<file path="src/rtl/wb_initiator_pkg.sv">
// Shared types and constants for the single-outstanding Wishbone initiator.
// The watchdog is enabled by defining WB_TIMEOUT_EN.
package wb_initiator_pkg;

  typedef enum logic [1:0] {
    IDLE = 2'd0,
    BUS  = 2'd1,
    RESP = 2'd2
  } state_t;

  localparam int unsigned TIMEOUT_W           = 16;
  localparam logic [31:0] ABORT_RDATA_DEFAULT = 32'h0000_0000;
  localparam logic [31:0] TIMER_BASE          = 32'h3002_0000;

  // Terminal count for a watchdog that allows `cycles` BUS cycles; clamped to the legal range.
  function automatic logic [TIMEOUT_W-1:0] terminal_count(input int unsigned cycles);
    int unsigned c;
    c = cycles;
    if (c < 32'd2) begin
      c = 32'd2;
    end else if (c > 32'd65535) begin
      c = 32'd65535;
    end else begin
      c = cycles;
    end
    return TIMEOUT_W'(c - 32'd1);
  endfunction

endpackage

</file>
<file path="src/rtl/wb_timeout_cnt.sv">
// Saturating watchdog counter for wb_initiator; clear has priority over enable.
// Instantiated only when WB_TIMEOUT_EN is defined.
module wb_timeout_cnt
  import wb_initiator_pkg::*;
#(
  parameter logic [TIMEOUT_W-1:0] TERMINAL = 16'd15
) (
  input  logic clk,
  input  logic rst_n,
  input  logic clr,
  input  logic en,
  output logic tc
);

  localparam logic [TIMEOUT_W-1:0] CNT_MAX = {TIMEOUT_W{1'b1}};

  logic [TIMEOUT_W-1:0] count;

  always_ff @(posedge clk or negedge rst_n) begin
    if (!rst_n) begin
      count <= {TIMEOUT_W{1'b0}};
    end else if (clr) begin
      count <= {TIMEOUT_W{1'b0}};
    end else if (en && (count != CNT_MAX)) begin
      count <= count + {{(TIMEOUT_W-1){1'b0}}, 1'b1};
    end else begin
      count <= count;
    end
  end

  assign tc = (count == TERMINAL);

endmodule

</file>
<file path="src/rtl/wb_initiator.sv">
// Single-outstanding Wishbone classic initiator: core request -> one bus cycle -> response.
// Define WB_TIMEOUT_EN to add a watchdog that aborts cycles after TIMEOUT_CYCLES.
module wb_initiator
  import wb_initiator_pkg::*;
#(
  parameter int unsigned TIMEOUT_CYCLES = 16,
  parameter logic [31:0] ABORT_RDATA    = ABORT_RDATA_DEFAULT
) (
  input  logic        clk_i,
  input  logic        rstn_i,
  input  logic        req_valid_i,
  output logic        req_ready_o,
  input  logic        req_we_i,
  input  logic [31:0] req_addr_i,
  input  logic [31:0] req_wdata_i,
  input  logic [3:0]  req_be_i,
  output logic        rsp_valid_o,
  input  logic        rsp_ready_i,
  output logic [31:0] rsp_rdata_o,
  output logic        rsp_err_o,
  output logic        wbm_cyc_o,
  output logic        wbm_stb_o,
  output logic        wbm_we_o,
  output logic [31:0] wbm_adr_o,
  output logic [31:0] wbm_dat_o,
  output logic [3:0]  wbm_sel_o,
  input  logic        wbm_ack_i,
  input  logic        wbm_err_i,
  input  logic [31:0] wbm_dat_i
);

  state_t state;
  logic   timeout_hit;

`ifdef WB_TIMEOUT_EN
  logic accept;
  logic in_bus;

  assign accept = (state == IDLE) && req_valid_i && req_ready_o;
  assign in_bus = (state == BUS);

  wb_timeout_cnt #(
    .TERMINAL(terminal_count(TIMEOUT_CYCLES))
  ) u_timeout_cnt (
    .clk  (clk_i),
    .rst_n(rstn_i),
    .clr  (accept),
    .en   (in_bus),
    .tc   (timeout_hit)
  );
`else
  assign timeout_hit = 1'b0;
`endif

  // Control FSM; every output is a register. Async reset drops cyc/stb immediately.
  always_ff @(posedge clk_i or negedge rstn_i) begin
    if (!rstn_i) begin
      state       <= IDLE;
      req_ready_o <= 1'b0;
      rsp_valid_o <= 1'b0;
      rsp_rdata_o <= 32'h0000_0000;
      rsp_err_o   <= 1'b0;
      wbm_cyc_o   <= 1'b0;
      wbm_stb_o   <= 1'b0;
      wbm_we_o    <= 1'b0;
      wbm_adr_o   <= 32'h0000_0000;
      wbm_dat_o   <= 32'h0000_0000;
      wbm_sel_o   <= 4'h0;
    end else begin
      case (state)
        IDLE: begin
          if (req_valid_i && req_ready_o) begin
            wbm_we_o    <= req_we_i;
            wbm_adr_o   <= req_addr_i;
            wbm_dat_o   <= req_wdata_i;
            wbm_sel_o   <= req_be_i;
            wbm_cyc_o   <= 1'b1;
            wbm_stb_o   <= 1'b1;
            req_ready_o <= 1'b0;
            state       <= BUS;
          end else begin
            req_ready_o <= 1'b1;
          end
        end
        BUS: begin
          // Priority: err, then ack, then watchdog expiry.
          if (wbm_err_i) begin
            rsp_err_o   <= 1'b1;
            rsp_rdata_o <= ABORT_RDATA;
            rsp_valid_o <= 1'b1;
            wbm_cyc_o   <= 1'b0;
            wbm_stb_o   <= 1'b0;
            state       <= RESP;
          end else if (wbm_ack_i) begin
            rsp_err_o   <= 1'b0;
            rsp_rdata_o <= wbm_we_o ? 32'h0000_0000 : wbm_dat_i;
            rsp_valid_o <= 1'b1;
            wbm_cyc_o   <= 1'b0;
            wbm_stb_o   <= 1'b0;
            state       <= RESP;
          end else if (timeout_hit) begin
            rsp_err_o   <= 1'b1;
            rsp_rdata_o <= ABORT_RDATA;
            rsp_valid_o <= 1'b1;
            wbm_cyc_o   <= 1'b0;
            wbm_stb_o   <= 1'b0;
            state       <= RESP;
          end else begin
            state <= BUS;
          end
        end
        RESP: begin
          if (rsp_ready_i) begin
            rsp_valid_o <= 1'b0;
            req_ready_o <= 1'b1;
            state       <= IDLE;
          end else begin
            state <= RESP;
          end
        end
        default: begin
          state       <= IDLE;
          req_ready_o <= 1'b0;
          rsp_valid_o <= 1'b0;
          wbm_cyc_o   <= 1'b0;
          wbm_stb_o   <= 1'b0;
        end
      endcase
    end
  end

endmodule

</file>
<file path="config.mk">
export PLATFORM = sky130hd
export DESIGN_NAME = wb_initiator
export DESIGN_NICKNAME = d
export VERILOG_FILES = /design/src/rtl/wb_initiator_pkg.sv /design/src/rtl/wb_timeout_cnt.sv /design/src/rtl/wb_initiator.sv
export SDC_FILE = /design/constraint.sdc
export NUM_CORES = 1
export LEC_CHECK = 0
export CAP_MARGIN = 0
export CORE_MARGIN = 2
export CORE_UTILIZATION = 41
export DETAILED_ROUTE_END_ITERATION = 7
export GPL_TIMING_DRIVEN = 0
export MAX_ROUTING_LAYER = met4
export PLACE_DENSITY = 0.88
export REMOVE_ABC_BUFFERS = 1
export SLEW_MARGIN = 20
export SYNTH_ARGS = -nofsm -noshare
export SYNTH_HDL_FRONTEND = slang
export SYNTH_SLANG_ARGS = --single-unit
</file>
<file path="constraint.sdc">
create_clock -name clk_i -period 1.8 [get_ports clk_i]
set_input_delay 0.36 -clock clk_i [delete_from_list [all_inputs] [get_ports clk_i]]
set_output_delay 0.36 -clock clk_i [all_outputs]
set_load 0.05 [all_outputs]
</file>
Yosys cells after proc, flatten, opt, wreduce, memory -nomap -nowiden
Index checks and enable logic that the tools add are counted.
- eq/ne operators: 5
- multiplexer cells: 20
- bitwise operators: 3
- reductions and logical operators: 8
- operator list (kind ; number):
    2-to-1 mux 32 bit ; 3
    2-to-1 mux 1 bit ; 9
    case mux 1 bit (3 select lines) ; 3
    2-to-1 mux 2 bit ; 4
    case mux 2 bit (3 select lines) ; 1
    AND reduction 2 bit ; 3
    AND reduction 3 bit ; 2
    inequality test 2 bit, second input constant ; 2
    inequality test 3 bit, second input constant ; 1
    inverter 1 bit ; 3
    == test 2 x 1 -> 1 bit, second input constant ; 1
    == test 2 bit, second input constant ; 1
    zero test 2 bit ; 1
    nonzero test 2 bit ; 1
    logical AND 1 bit ; 1
- bits in registers: 107
- output and inout port bits: 106
- word-level logic and storage cells: 46

Depth between registers and ports, before layout
- depth in word-level cells: 3
- depth in mapped cells: 5
- mapped depth without buffers: 3

Least setup slack after synthesis
Ideal clock, no wire load.
- path type: reg-to-reg
- from: register req_ready_o
- to: register wbm_adr_o[0]
- library setup time: 125 ps
- arrival: 1518 ps
- required time: 1675 ps
- path slack: 157 ps
- cell stages (with the launch flop): 5
- buffers on the path: 2
- period minus slack after synthesis: 1643 ps
- cell sequence: dfrtp_1 > and4bb_1 > buf_6 > buf_6 > mux2_4
- word-level cells in the longest chain between the ends: 2
- RTL lines (element ; RTL line ; source):
    from (decl) ; wb_initiator.sv:12 ; output logic req_ready_o,
    from (signal assigned) ; wb_initiator.sv:59 ; req_ready_o <= 1'b0;
    from (signal assigned) ; wb_initiator.sv:79 ; req_ready_o <= 1'b0;
    from (signal assigned) ; wb_initiator.sv:82 ; req_ready_o <= 1'b1;
    logical AND 1 bit ; wb_initiator.sv:72 ; if (req_valid_i && req_ready_o) begin
    AND reduction 2 bit (no source line) ; n/a ;
    to (signal assigned) ; wb_initiator.sv:74 ; wbm_adr_o <= req_addr_i;
    to (decl) ; wb_initiator.sv:24 ; output logic [31:0] wbm_adr_o,
No other way between the ends.
A chain may end at the register's enable or synchronous reset.

Worst setup path after layout
- from: register state[0]
- to: register wbm_adr_o[27]
- word-level cells in the longest chain between the ends: 2
- RTL lines (element ; RTL line ; source):
    from (decl) ; wb_initiator.sv:32 ; state_t state;
    from (signal assigned) ; wb_initiator.sv:58 ; state <= IDLE;
    from (signal assigned) ; wb_initiator.sv:80 ; state <= BUS;
    from (signal assigned) ; wb_initiator.sv:93 ; state <= RESP;
    zero test 2 bit ; wb_initiator.sv:70 ; case (state)
    AND reduction 2 bit (no source line) ; n/a ;
No other way between the ends.

==> flow_metrics.env <==
export IMPL_status="completed"
export IMPL_grt_antenna_before_repair=0
export IMPL_leakagePower_nw=3.341
export IMPL_grt_pass1_vias=3409
export IMPL_syn_area_um2=4536
export IMPL_dp_hpwl_um=7861
export IMPL_syn_instance_count=306
export IMPL_path_cells="and4bb_4 -> buf_4 -> bufbuf_16 -> mux2_4"
export IMPL_path_buf_inv=2
export IMPL_finalHoldViolCount=0
export IMPL_synth_ff_type="dfrtp_1"
export IMPL_clock_sinks=107
export IMPL_critical_path_max_stage_delay_ns=0.44
export IMPL_h_tree_depth=3
export IMPL_critical_path_class="register to register"
export IMPL_slew_viol_final=0
export IMPL_fin_crit_sh_pct=96.16
export IMPL_post_drt_wl_per_cell_um=16.68
export IMPL_reg2reg_slack_ns=0.07
export IMPL_p_per_area_nw_per_um2=2151
export IMPL_ctsRootBufferMaster="clkbuf_8"
export IMPL_via_count=3143
export IMPL_grt_usage_pct=19.45
export IMPL_clkTransAtPathRegs_ns=0.10
export IMPL_period_needed_ns=1.731
export IMPL_drv_cap=0
export IMPL_clock_path_buffers=2
export IMPL_start_util_pct=41.84
export IMPL_cts_tree="yes"
export IMPL_synth_warning_count=0
export IMPL_ant_nets=0
export IMPL_drc=0
export IMPL_utilization_pct=64.65
export IMPL_setup_ws_ns=0.06911
export IMPL_numCtsBuffers=9
export IMPL_critPathSlowestCell="dfrtp_1"
export IMPL_final_cell_mix="dfrtp_1 (107), dlygate4sd2_1 (106), clkdlybuf4s50_1 (105), mux2_4 (67), nand2_1 (33)"
export IMPL_routabilityCongestion=0.7632
export IMPL_antennaDiodeCount=0
export IMPL_die_area_um2=11920
export IMPL_row_count=38
export IMPL_vias_per_cell=4.677
export IMPL_setup_viol=0
export IMPL_cp_arrival_ns=1.98
export IMPL_ys_ff_latch=107
export IMPL_io_buffer_count=212
export IMPL_critPathLaunchType="register"
export IMPL_die_y_um=109.2
export IMPL_wl_um=11210
export IMPL_worst_slew_pin_slew_ns=0.6924
export IMPL_cp_startpoint="state[0]"
export IMPL_grt_max_degree=60
export IMPL_grt_pass1_wl_um=17210
export IMPL_ys_seq_area_share_pct=59.03
export IMPL_r2r_start="state[0]"
export IMPL_relSlewSlack_pct=53.73
export IMPL_syn_to_final_growth_pct=54.51
export IMPL_syn_area_per_cell_um2=14.82
export IMPL_hp_class="register to register"
export IMPL_grt_ovfl_total=0
export IMPL_drt_iter0_drc=134
export IMPL_cp_end_kind="register"
export IMPL_pre_cts_ws_ns=-0.3942
export IMPL_ir_drop_mv=1.158
export IMPL_coreArea_um2=10840
export IMPL_max_freq_ghz=0.5777
export IMPL_worstPathRequired_ns=2.05
export IMPL_synth_edf_count=0
export IMPL_final_common_cell="dfrtp_1"
export IMPL_cp_max_fo=18
export IMPL_io_pins=213
export IMPL_crit_family="buffers and inverters"
export IMPL_final_nets=634
export IMPL_first_pass_iters=5
export IMPL_min_from="rsp_valid_o"
export IMPL_drive_above_1_share_pct=18.80
export IMPL_fp_dieW_um=109.2
export IMPL_finalSetupTns_ns=0
export IMPL_whs_ns=0.4771
export IMPL_p_total_w=0.01508
export IMPL_synth_cell_types=21
export IMPL_clk_latency_ns=0.35
export IMPL_finClkSkew_ns=0.01040
export IMPL_async_flop_share_pct=100.0
export IMPL_rsz0062_at_grt="no"
==> worst paths after layout <==
path                                   to  cells past startpoint
max                         wbm_adr_o[27]                      4
min                           rsp_valid_o                      1
max reg2reg                 wbm_adr_o[27]                      4
min reg2reg                   rsp_valid_o                      1
max in group asynchronous  rsp_rdata_o[4]                      3
min in group asynchronous   wbm_dat_o[16]                      2
==> metal layers <==
layer	track usage, %	routed length (um)	share of wire [%]	vias to the layer above
met5	-	0	0	-
met4	7.776	352	3.1	0
met3	3.586	464	4.1	23
met2	32.43	5755	51	113
met1	23.39	4641	41	1566
li1	-	-	-	1441
==> layout make-up <==
type                            count  area (um2)
Clock buffer                       12       155.1
Clock inverter                      4       48.80
Fill cell                         834        3832
Inverter                           32       120.1
Multi-Input combinational cell    151        1603
Sequential cell                   107        2678
Tap cell                          140       175.2
Timing Repair Buffer              226        2228
==> Yosys cell counts (2+ instances only) <==
library cell / instances / share of area (%)
nand2b_1: 2 / 0.28
mux2_1: 2 / 0.50
nand2_1: 33 / 2.7
mux2i_1: 32 / 7.1
mux2_4: 67 / 22
inv_1: 32 / 2.6
buf_6: 12 / 3.0
a21o_1: 2 / 0.33
nor2_1: 4 / 0.33
clkbuf_1: 3 / 0.25
dfrtp_1: 107 / 59
==> where the power goes <==
group          internal, W  switching (W)
combinational      0.00339        0.00594
sequential         0.00359       0.000662
clock             0.000720       0.000781
==> through the flow <==
stage	cell area [um2]	std cells
after floorplan	4382	290
final	7008	672
after CTS	6950	666
after detailed placement	6802	646
after global placement	6679	642
after global routing	7008	672
==> cell families after synthesis <==
group	synth area share [%]
buffers and inverters	6.042
multiplexers	29.74
AO/OA/AOI/OAI	1.076
flip-flops	59.03
AND/OR/NAND/NOR	4.110
==> registers in the layout, summed over array words and instances, names as in the netlist <==
signal       count
rsp_rdata_o     32
wbm_adr_o       32
wbm_dat_o       32
wbm_sel_o        4
state            2
req_ready_o      1
rsp_err_o        1
rsp_valid_o      1
wbm_stb_o        1
wbm_we_o         1
==> repair_timing <==
| action | 4_1_cts | 5_1_grt |
|---|---|---|
| hold buffers | 1 | 0 |
| endpoints found under the setup margin | 142 | 13 |
| gates cloned | 2 | 0 |
| hold endpoints to repair | 48 | 0 |
| buffers inserted | 1 | 6 |
| gates resized for setup | 107 | 0 |
| pin swaps | 1 | 0 |
Power figures use the tool's default switching activity.
